[src/rtl/ftdi_cmd_parser.sv]
// rtl/ftdi_cmd_parser.sv - framed read/write command parser and register bus master behind the FTDI controller
module ftdi_cmd_parser #(
    parameter int   ADDR_W      = 8,
    parameter int   TIMEOUT_CYC = 65535,
    parameter logic [7:0] SOF   = 8'hA5
) (
    input  logic              in_clk,
    input  logic              in_rst_n,
    input  logic [7:0]        in_rx_data,
    input  logic              in_rx_prd_rdy,
    output logic              out_rx_cons_rdy,
    output logic              out_rx_ena,
    output logic [7:0]        out_tx_data,
    output logic              out_tx_data_rdy,
    input  logic              in_ftdi_wr,
    output logic              out_reg_we,
    output logic              out_reg_re,
    output logic [ADDR_W-1:0] out_reg_addr,
    output logic [7:0]        out_reg_wdata,
    input  logic [7:0]        in_reg_rdata,
    output logic [7:0]        out_err_cnt
);

    localparam int CNT_W = $clog2(TIMEOUT_CYC + 1);
    localparam logic [7:0] CMD_WR = 8'h01;
    localparam logic [7:0] CMD_RD = 8'h02;
    localparam logic [7:0] ACK    = 8'h06;
    localparam logic [7:0] NAK    = 8'h15;

    typedef enum logic [3:0] {
        S_IDLE, S_CMD, S_ADDR, S_DATA, S_CHK,
        S_EXEC_WR, S_EXEC_RD, S_RDWAIT,
        S_TX_ACK, S_TX_DATA, S_TX_NAK
    } state_t;

    state_t            state, state_nxt;
    logic              armed;
    logic              wr_prev;
    logic [CNT_W-1:0]  to_cnt;
    logic [7:0]        cmd_q, addr_q, data_q, rdata_q;
    logic [7:0]        err_cnt;

    logic rx_state, in_frame, accept, sent, timeout_hit, chk_match, frame_ok, tx_state;

    assign rx_state    = (state == S_IDLE) || in_frame;
    assign in_frame    = (state == S_CMD) || (state == S_ADDR) ||
                         (state == S_DATA) || (state == S_CHK);
    assign tx_state    = (state == S_TX_ACK) || (state == S_TX_DATA) || (state == S_TX_NAK);
    assign accept      = in_rx_prd_rdy && armed && rx_state;
    assign sent        = tx_state && wr_prev && !in_ftdi_wr;
    assign timeout_hit = in_frame && !accept && (to_cnt == CNT_W'(TIMEOUT_CYC));
    assign chk_match   = in_rx_data == (cmd_q ^ addr_q ^ ((cmd_q == CMD_WR) ? data_q : 8'h00));
    assign frame_ok    = chk_match && ((cmd_q == CMD_WR) || (cmd_q == CMD_RD));

    // State register
    always_ff @(posedge in_clk or negedge in_rst_n) begin
        if (!in_rst_n) state <= S_IDLE;
        else           state <= state_nxt;
    end

    // Next-state decode: frame walk, timeout abort, execution and transmit sequencing
    always_comb begin
        state_nxt = state;
        if (timeout_hit) begin
            state_nxt = S_IDLE;
        end else begin
            case (state)
                S_IDLE:    if (accept && in_rx_data == SOF) state_nxt = S_CMD;
                S_CMD:     if (accept) state_nxt = S_ADDR;
                S_ADDR:    if (accept) state_nxt = (cmd_q == CMD_WR) ? S_DATA : S_CHK;
                S_DATA:    if (accept) state_nxt = S_CHK;
                S_CHK:     if (accept) state_nxt = !frame_ok ? S_TX_NAK :
                                                   (cmd_q == CMD_WR) ? S_EXEC_WR : S_EXEC_RD;
                S_EXEC_WR: state_nxt = S_TX_ACK;
                S_EXEC_RD: state_nxt = S_RDWAIT;
                S_RDWAIT:  state_nxt = S_TX_ACK;
                S_TX_ACK:  if (sent) state_nxt = (cmd_q == CMD_RD) ? S_TX_DATA : S_IDLE;
                S_TX_DATA: if (sent) state_nxt = S_IDLE;
                S_TX_NAK:  if (sent) state_nxt = S_IDLE;
                default:   state_nxt = S_IDLE;
            endcase
        end
    end

    // Output decode from state and the current-cycle accept
    always_comb begin
        out_rx_ena      = rx_state;
        out_rx_cons_rdy = accept;
        out_reg_we      = (state == S_EXEC_WR);
        out_reg_re      = (state == S_EXEC_RD);
        out_tx_data_rdy = tx_state;
        out_tx_data     = 8'h00;
        case (state)
            S_TX_ACK:  out_tx_data = ACK;
            S_TX_DATA: out_tx_data = rdata_q;
            S_TX_NAK:  out_tx_data = NAK;
            default:   out_tx_data = 8'h00;
        endcase
    end

    // Handshake interlock: one byte per prd_rdy assertion, WR history for falling-edge detect
    always_ff @(posedge in_clk or negedge in_rst_n) begin
        if (!in_rst_n) begin
            armed   <= 1'b1;
            wr_prev <= 1'b0;
        end else begin
            wr_prev <= in_ftdi_wr;
            if (accept)              armed <= 1'b0;
            else if (!in_rx_prd_rdy) armed <= 1'b1;
        end
    end

    // Inter-byte timeout counter, only live while a frame is partially received
    always_ff @(posedge in_clk or negedge in_rst_n) begin
        if (!in_rst_n)                      to_cnt <= '0;
        else if (accept || !in_frame || timeout_hit) to_cnt <= '0;
        else                                to_cnt <= to_cnt + 1'b1;
    end

    // Frame field capture and read-data latch
    always_ff @(posedge in_clk or negedge in_rst_n) begin
        if (!in_rst_n) begin
            cmd_q   <= 8'h00;
            addr_q  <= 8'h00;
            data_q  <= 8'h00;
            rdata_q <= 8'h00;
        end else begin
            if (accept && state == S_CMD)  cmd_q  <= in_rx_data;
            if (accept && state == S_ADDR) addr_q <= in_rx_data;
            if (accept && state == S_DATA) data_q <= in_rx_data;
            if (state == S_RDWAIT)         rdata_q <= in_reg_rdata;
        end
    end

    // Register bus address/data only move on a validated frame so they hold between commands
    always_ff @(posedge in_clk or negedge in_rst_n) begin
        if (!in_rst_n) begin
            out_reg_addr  <= '0;
            out_reg_wdata <= 8'h00;
        end else if (state == S_CHK && accept && frame_ok) begin
            out_reg_addr <= addr_q[ADDR_W-1:0];
            if (cmd_q == CMD_WR) out_reg_wdata <= data_q;
        end
    end

    // Saturating error counter for NAKed and timed-out frames
    always_ff @(posedge in_clk or negedge in_rst_n) begin
        if (!in_rst_n) begin
            err_cnt <= 8'h00;
        end else if (((state == S_CHK && accept && !frame_ok) || timeout_hit) && err_cnt != 8'hFF) begin
            err_cnt <= err_cnt + 8'h01;
        end
    end

    assign out_err_cnt = err_cnt;

endmodule

[config.mk]
export PLATFORM = sky130hd
export DESIGN_NAME = ftdi_cmd_parser
export DESIGN_NICKNAME = d
export VERILOG_FILES = /design/src/rtl/ftdi_cmd_parser.sv
export SDC_FILE = /design/constraint.sdc
export NUM_CORES = 1
export LEC_CHECK = 0
export BUFFER_PORTS_ARGS = -buffer_cell sky130_fd_sc_hd__buf_4
export CORE_ASPECT_RATIO = 1.4
export CORE_UTILIZATION = 40
export DETAILED_ROUTE_END_ITERATION = 8
export SYNTH_ARGS = -nofsm -noshare
export SYNTH_HDL_FRONTEND = slang
export SYNTH_SLANG_ARGS = --single-unit
[constraint.sdc]
create_clock -name in_clk -period 2.7 [get_ports in_clk]
set_input_delay 0.27 -clock in_clk [delete_from_list [all_inputs] [get_ports in_clk]]
set_output_delay 0.27 -clock in_clk [all_outputs]
set_load 0.05 [all_outputs]
; ---- Word-level counts from Yosys, hierarchy flattened
; Cells that the tools add are included.
[totals]
register_bits = 78
latch_bits = 0
ram_bits = 0
mem_bits_ro = 0
input_bits = 20
output_inout_bits = 37
n_memories = 0
[op_classes]
n_addsub = 2
n_mul = 0
n_div = 0
order_cmp = 0
n_eq_ne = 24
shift = 0
mux = 18
bitwise = 2
reduce_logical = 34
[op_table]
columns = operator, count
row1 = 4-bit two-way mux, 10
row2 = 4-bit one-hot mux with 9 select lines, 1
row3 = 8-bit one-hot mux with 3 select lines, 1
row4 = 16-bit by 1-bit adder with 16-bit output (second input constant), 1
row5 = 16-bit == test (second input constant), 1
row6 = 4-bit by 3-bit == test with 1-bit output (second input constant), 4
row7 = 16-bit two-way mux, 1
row8 = 8-bit XOR, 2
row9 = 1-bit logical AND, 15
row10 = 3-bit inequality test (second input constant), 5
row11 = 4-bit == test (second input constant), 3
row12 = 1-bit logical OR, 10
row13 = 8-bit by 1-bit adder with 8-bit output (second input constant), 1
row14 = 4-bit by 2-bit == test with 1-bit output (second input constant), 2
row15 = 8-bit by 1-bit == test with 1-bit output (second input constant), 1
row16 = 8-bit by 2-bit == test with 1-bit output (second input constant), 1
row17 = 8-bit == test, 1
row18 = 8-bit == test (second input constant), 1
row19 = 8-bit two-way mux, 1
row20 = 8-bit inequality test (second input constant), 1
row21 = 7-bit AND reduction, 1
row22 = 4-bit by 1-bit == test with 1-bit output (second input constant), 1
row23 = 1-bit logical NOT, 4
row24 = 4-bit logical NOT, 1
row25 = other kinds (8), 10

; ---- Depth between registers and ports, before layout
[depth]
depth_word = 11
mapped_depth = 8

; ---- Worst setup path before layout
; Ideal clock, no wire load.
[synth_timing]
kind = register to register
startpoint = reg state[1]
endpoint = reg state[2]
setup_ps = 177
arrival_ps = 2694
t_required_ps = 2523
slack_ps = -171
stages_incl_launch_ff = 6
path_buffers = 1
period_less_slack_ps = 2871
path_cell_list = dfrtp_1 or2_1 clkbuf_1 a21oi_1 nor2b_1 o311ai_0
[synth_between]
elab_chain_len = 11
elab_cells_between_ends = 36
[synth_rtl]
columns = element, line
row1 = "start, declared", 36  ; state_t state, state_nxt;
row2 = "start signal, assigned", 58  ; else state <= state_nxt;
row3 = 4-bit by 1-bit == test with 1-bit output or 4-bit by 2-bit == test with 1-bit output (tied branches), 46  ; assign in_frame = (state == S_CMD) || (state == S_ADDR) ||
row4 = 1-bit logical OR (2 in series), 46
row5 = 1-bit logical OR, 47  ; (state == S_DATA) || (state == S_CHK);
row6 = 1-bit logical OR (*), 45  ; assign rx_state = (state == S_IDLE) || in_frame;
row7 = net out_rx_ena, 12  ; output logic out_rx_ena,
row8 = 1-bit logical AND (*), 49  ; assign accept = in_rx_prd_rdy && armed && rx_state;
row9 = net out_rx_cons_rdy, 11  ; output logic out_rx_cons_rdy,
row10 = 1-bit logical NOT, 51  ; assign timeout_hit = in_frame && !accept && (to_cnt == CNT_W'(TIMEOUT_CYC));
row11 = 1-bit logical AND (2 in series), 51
row12 = "3-bit by 2-bit inequality test with 1-bit output (no source line), or another cell as far along", --
row13 = 7-bit AND reduction (no source line), --
; Mark *: on every way through the listed nets, which the timed path passes. The rest lies on a longest branch.
; A chain may end at the register's enable or synchronous reset.

; ---- Worst setup path after layout
[layout_timing]
startpoint = reg cmd_q[3]
endpoint = reg err_cnt[1] (netlist: out_err_cnt[1])
[layout_between]
elab_chain_len = 9
elab_cells_between_ends = 12
[layout_rtl]
columns = element, line
row1 = "start, declared", 40  ; logic [7:0] cmd_q, addr_q, data_q, rdata_q;
row2 = "start signal, assigned", 128  ; if (accept && state == S_CMD) cmd_q <= in_rx_data;
row3 = 8-bit by 1-bit == test with 1-bit output, "52, 53"
row4 = 8-bit two-way mux, 52  ; assign chk_match = in_rx_data == (cmd_q ^ addr_q ^ ((cmd_q == CMD_WR) ? data_q : 8'h00));
row5 = 8-bit XOR, 52
row6 = 8-bit == test, 52
row7 = 1-bit logical AND (*), 53  ; assign frame_ok = chk_match && ((cmd_q == CMD_WR) || (cmd_q == CMD_RD));
row8 = 1-bit logical NOT (*), 150  ; end else if (((state == S_CHK && accept && !frame_ok) || timeout_hit) && err_cnt != 8'hFF) begin
row9 = 1-bit logical AND (*), 150
row10 = 1-bit logical OR (*), 150
row11 = 1-bit logical AND (*), 150
row12 = "end signal, assigned", 151  ; err_cnt <= err_cnt + 8'h01;
row13 = "end, declared", 41  ; logic [7:0] err_cnt;
; Mark *: on every way between the ends. The rest lies on a longest branch, timed or not.

==> results.md <==
- Status: complete, no violations
- First-pass GRT wire length: 14,600 um
- Die width: ~87 um
- Clk pin slew, worst setup/hold paths: approximately 60 ps
- DR iter-0 viols: approximately 160
- Max clock buf depth: 2
- Dominant cell type by area after synthesis: dfrtp_1
- Total CTS buffers: 9
- Routed Antenna Nets: 0
- CTS tree: done
- DR vias/cell: roughly 5.2
- Root buf cell: clkbuf_16
- Clock skew: 4.39 ps
- Number of remaining DRC errors: 0
- Post-DP Area: 4580 sq um
- Setup crit end kind: flip-flop
- Global-route usage over all layers: 18.3%
- Avg WL per Cell: 15.9 um
- Fmax achieved: 398 MHz
- # nets final: about 430
- Drt pass-1 iters: 4
- Synthesis-stage register bit count: slightly below 80
- Relative max-transition margin: 33.0%
- Initial Util: about two fifths
- Detail Placement HPWL: 6300 um
- Gr ovfl total: 0
- Via count: between 2,000 and 3,000
- P&R area growth vs syn: 22.0%
- # fillers: a little over 900
- Critical Path AT: ~2700 ps
- Seq/Total Area, Yosys: 48.8%
- Worst EP required: roughly 2900 ps
- Final Total Pwr: 3.44 mW
- RSZ-0062 raised after global routing: false
- N_diodes: 0
- Static Leak: between 2 and 2.5 nW
- # rows: between 40 and 50
- Peak supply drop: between 0.4 and 0.5 mV
- Chip Height: 120 um
- Synthesized instance count: 345
- Top-area cell type share of the netlist area: roughly half
- Worst-Margin Slew: 1010 ps
- CP Max Fanout: 5
- Finished Cell Area: 4890 sq um
- Fin crit share: 93.0%
- WHS: 60.9 ps
- Syn Nets: approximately 370
- H-tree depth: 3
- Cell variety after synth: 57
- Hold/Removal Path Class: in -> reg
- Post-Route WL: between 8000 and 9000 um
- Slew Limit Fails: 0
- Pwr/cell area: ~700 nW/um^2
- Final Hold Viols: 0
- Clock sinks: between 70 and 80
- Max-cap viol count: 0
- Die area: around 10,000 sq um
- Startpoint types: flip-flop
- Hold-fix buffer count after cts: 0
- Number of global-route vias before repair: 2,890
- Number of port buffers: 56
- Yosys warnings: 0
- Layout cells sized above 1: about a third
- Setup_tns: 0 ps
- Setup CP Type: reg -> reg
- Top-level I/O count: 57
- Util after Layout: between 50% and 60%
- CORE AREA: between 9000 and 10,000 sq um
- Setup-failing EPs final: 0
- Synth area leaders: dfrtp_1, mux2_2, xor2_1, xnor3_1, xnor2_1
- Synth Cell Area: 4010 sq um
- Min Tclk post-route: about 2500 ps
- Clock Latency Late Sink: between 300 and 400 ps
- Syn Area/Cell: ~12 sq um
- GP Congestion: between 0.8 and 0.9
- Largest net degree at the start of global routing: 79
- Initial antenna violation count: 0
[registers in the layout, indices dropped and copies added, names as in the netlist]
signal,flops
rdata_q,8
out_reg_wdata,8
cmd_q,8
wr_prev,1
state,4
data_q,8
out_err_cnt,8
to_cnt,16
out_reg_addr,8
armed,1
addr_q,8
[worst max-delay path: stages (launching register included)]
cell and delay [ps]:
dfrtp_1 420, nor4_4 390, nand3_1 270, nor4_4 380
a31oi_2 190, o21ai_2 320, a21boi_2 120, mux2_4 310
[worst paths after layout]
| path | from | to | slack (ps) | cells past startpoint |
|---|---|---|---|---|
| worst max-delay path | cmd_q[3]$_DFFE_PN0P_ | out_err_cnt[1]$_DFFE_PN0P_ | 190 | 7 |
| worst min-delay path | in_ftdi_wr | wr_prev$_DFF_PN0_ | 60 | 1 |
| worst max register to register | cmd_q[3]$_DFFE_PN0P_ | out_err_cnt[1]$_DFFE_PN0P_ | 190 | 7 |
| worst min register to register | to_cnt[0]$_DFF_PN0_ | to_cnt[0]$_DFF_PN0_ | 490 | 1 |
| max in group asynchronous | in_rst_n | to_cnt[14]$_DFF_PN0_ | 1930 | 1 |
| min in group asynchronous | in_rst_n | rdata_q[6]$_DFFE_PN0P_ | 90 | 1 |
[cell type report]
type	count	area [sq um]	share of cell area, %
tap	132	165	3.38
inverter	5	18.8	0.384
sequential	78	1950	40.0
clock buffer	14	284	5.81
timing repair buffer	58	435	8.91
multi-input combinational	254	2020	41.3
clock inverter	2	13.8	0.282
[timing repair]
item,CTS,global route
setup buffers,0,0
gates resized for setup,0,1
endpoints found under the setup margin,0,9
[where the power goes]
group / switching, mW / internal (mW) / leakage [nW]
combinational: 0.446 / 0.429 / 1.11
clock: 0.446 / 0.723 / 0.149
sequential: 0.129 / 1.27 / 1.06
total: 1.02 / 2.42 / 2.32
[logic make-up (layout without fill, tap and decap cells)]
family | Yosys count | in the layout | share of synthesized area (%)
compound gates | 36 | 36 | 6.37
xor+xnor | 38 | 38 | 10.8
fa+ha+maj | 2 | 2 | 0.625
buf+inv | 13 | 79 | 1.22
flops | 78 | 78 | 48.8
mux | 54 | 54 | 15.2
simple gates | 124 | 124 | 17.1
[cells in the final DEF, fill, tap and decap left out, types with 4 or more instances in the layout]
cell type  count
o21ai_0        4
nand4_1        6
dfrtp_1       77
nor2_1        28
and3_1        10
xor2_1        17
nand2b_1       6
xnor3_1        6
clkbuf_16      9
inv_1          4
clkbuf_8       4
nor2b_1        8
nand3_1       13
nand2_1       21
xnor2_1       14
a21oi_1        9
mux2_2        50
nor3_1        11
buf_4         58
[Yosys cell counts (all sizes together)]
cell      n
and4      1
nand2    22
nand3    14
a2111oi   2
xnor2    14
or3       4
or2       2
o221ai    1
a221oi    1
o21ai     7
nor4bb    2
a211oi    1
dfstp     1
xnor3     7
a21boi    1
a32o      1
o211a     1
inv       4
nor3b     1
ha        2
nand2b    6
clkbuf    8
nor2     29
o2111a    1
a31oi     3
clkinv    1
o21a      3
xor2     17
mux2i     3
a2bb2oi   1
nand4     6
and2      2
nor3     11
mux2     51
and3     11
a21o      1
nor2b     8
o41ai     1
nor4      3
nand3b    1
a21oi    10
nor4b     1
dfrtp    77
o311ai    1
[per-layer routing]
metal  share of wire (%)  vias up  GRT usage, %
met5                   0        -             0
met4                 2.3        0          7.19
met3                 4.1       15          4.78
met2                  53       52          31.1
met1                  41     1407          22.1
li1                    -     1356             -
[through the flow]
step	setup WS [ps]	instances
finish	190	543
global route	33.6	543
CTS	142	543
detailed placement	164	527
global placement	211	527
floorplan	178	345
(Power assumes the default switching activity.)
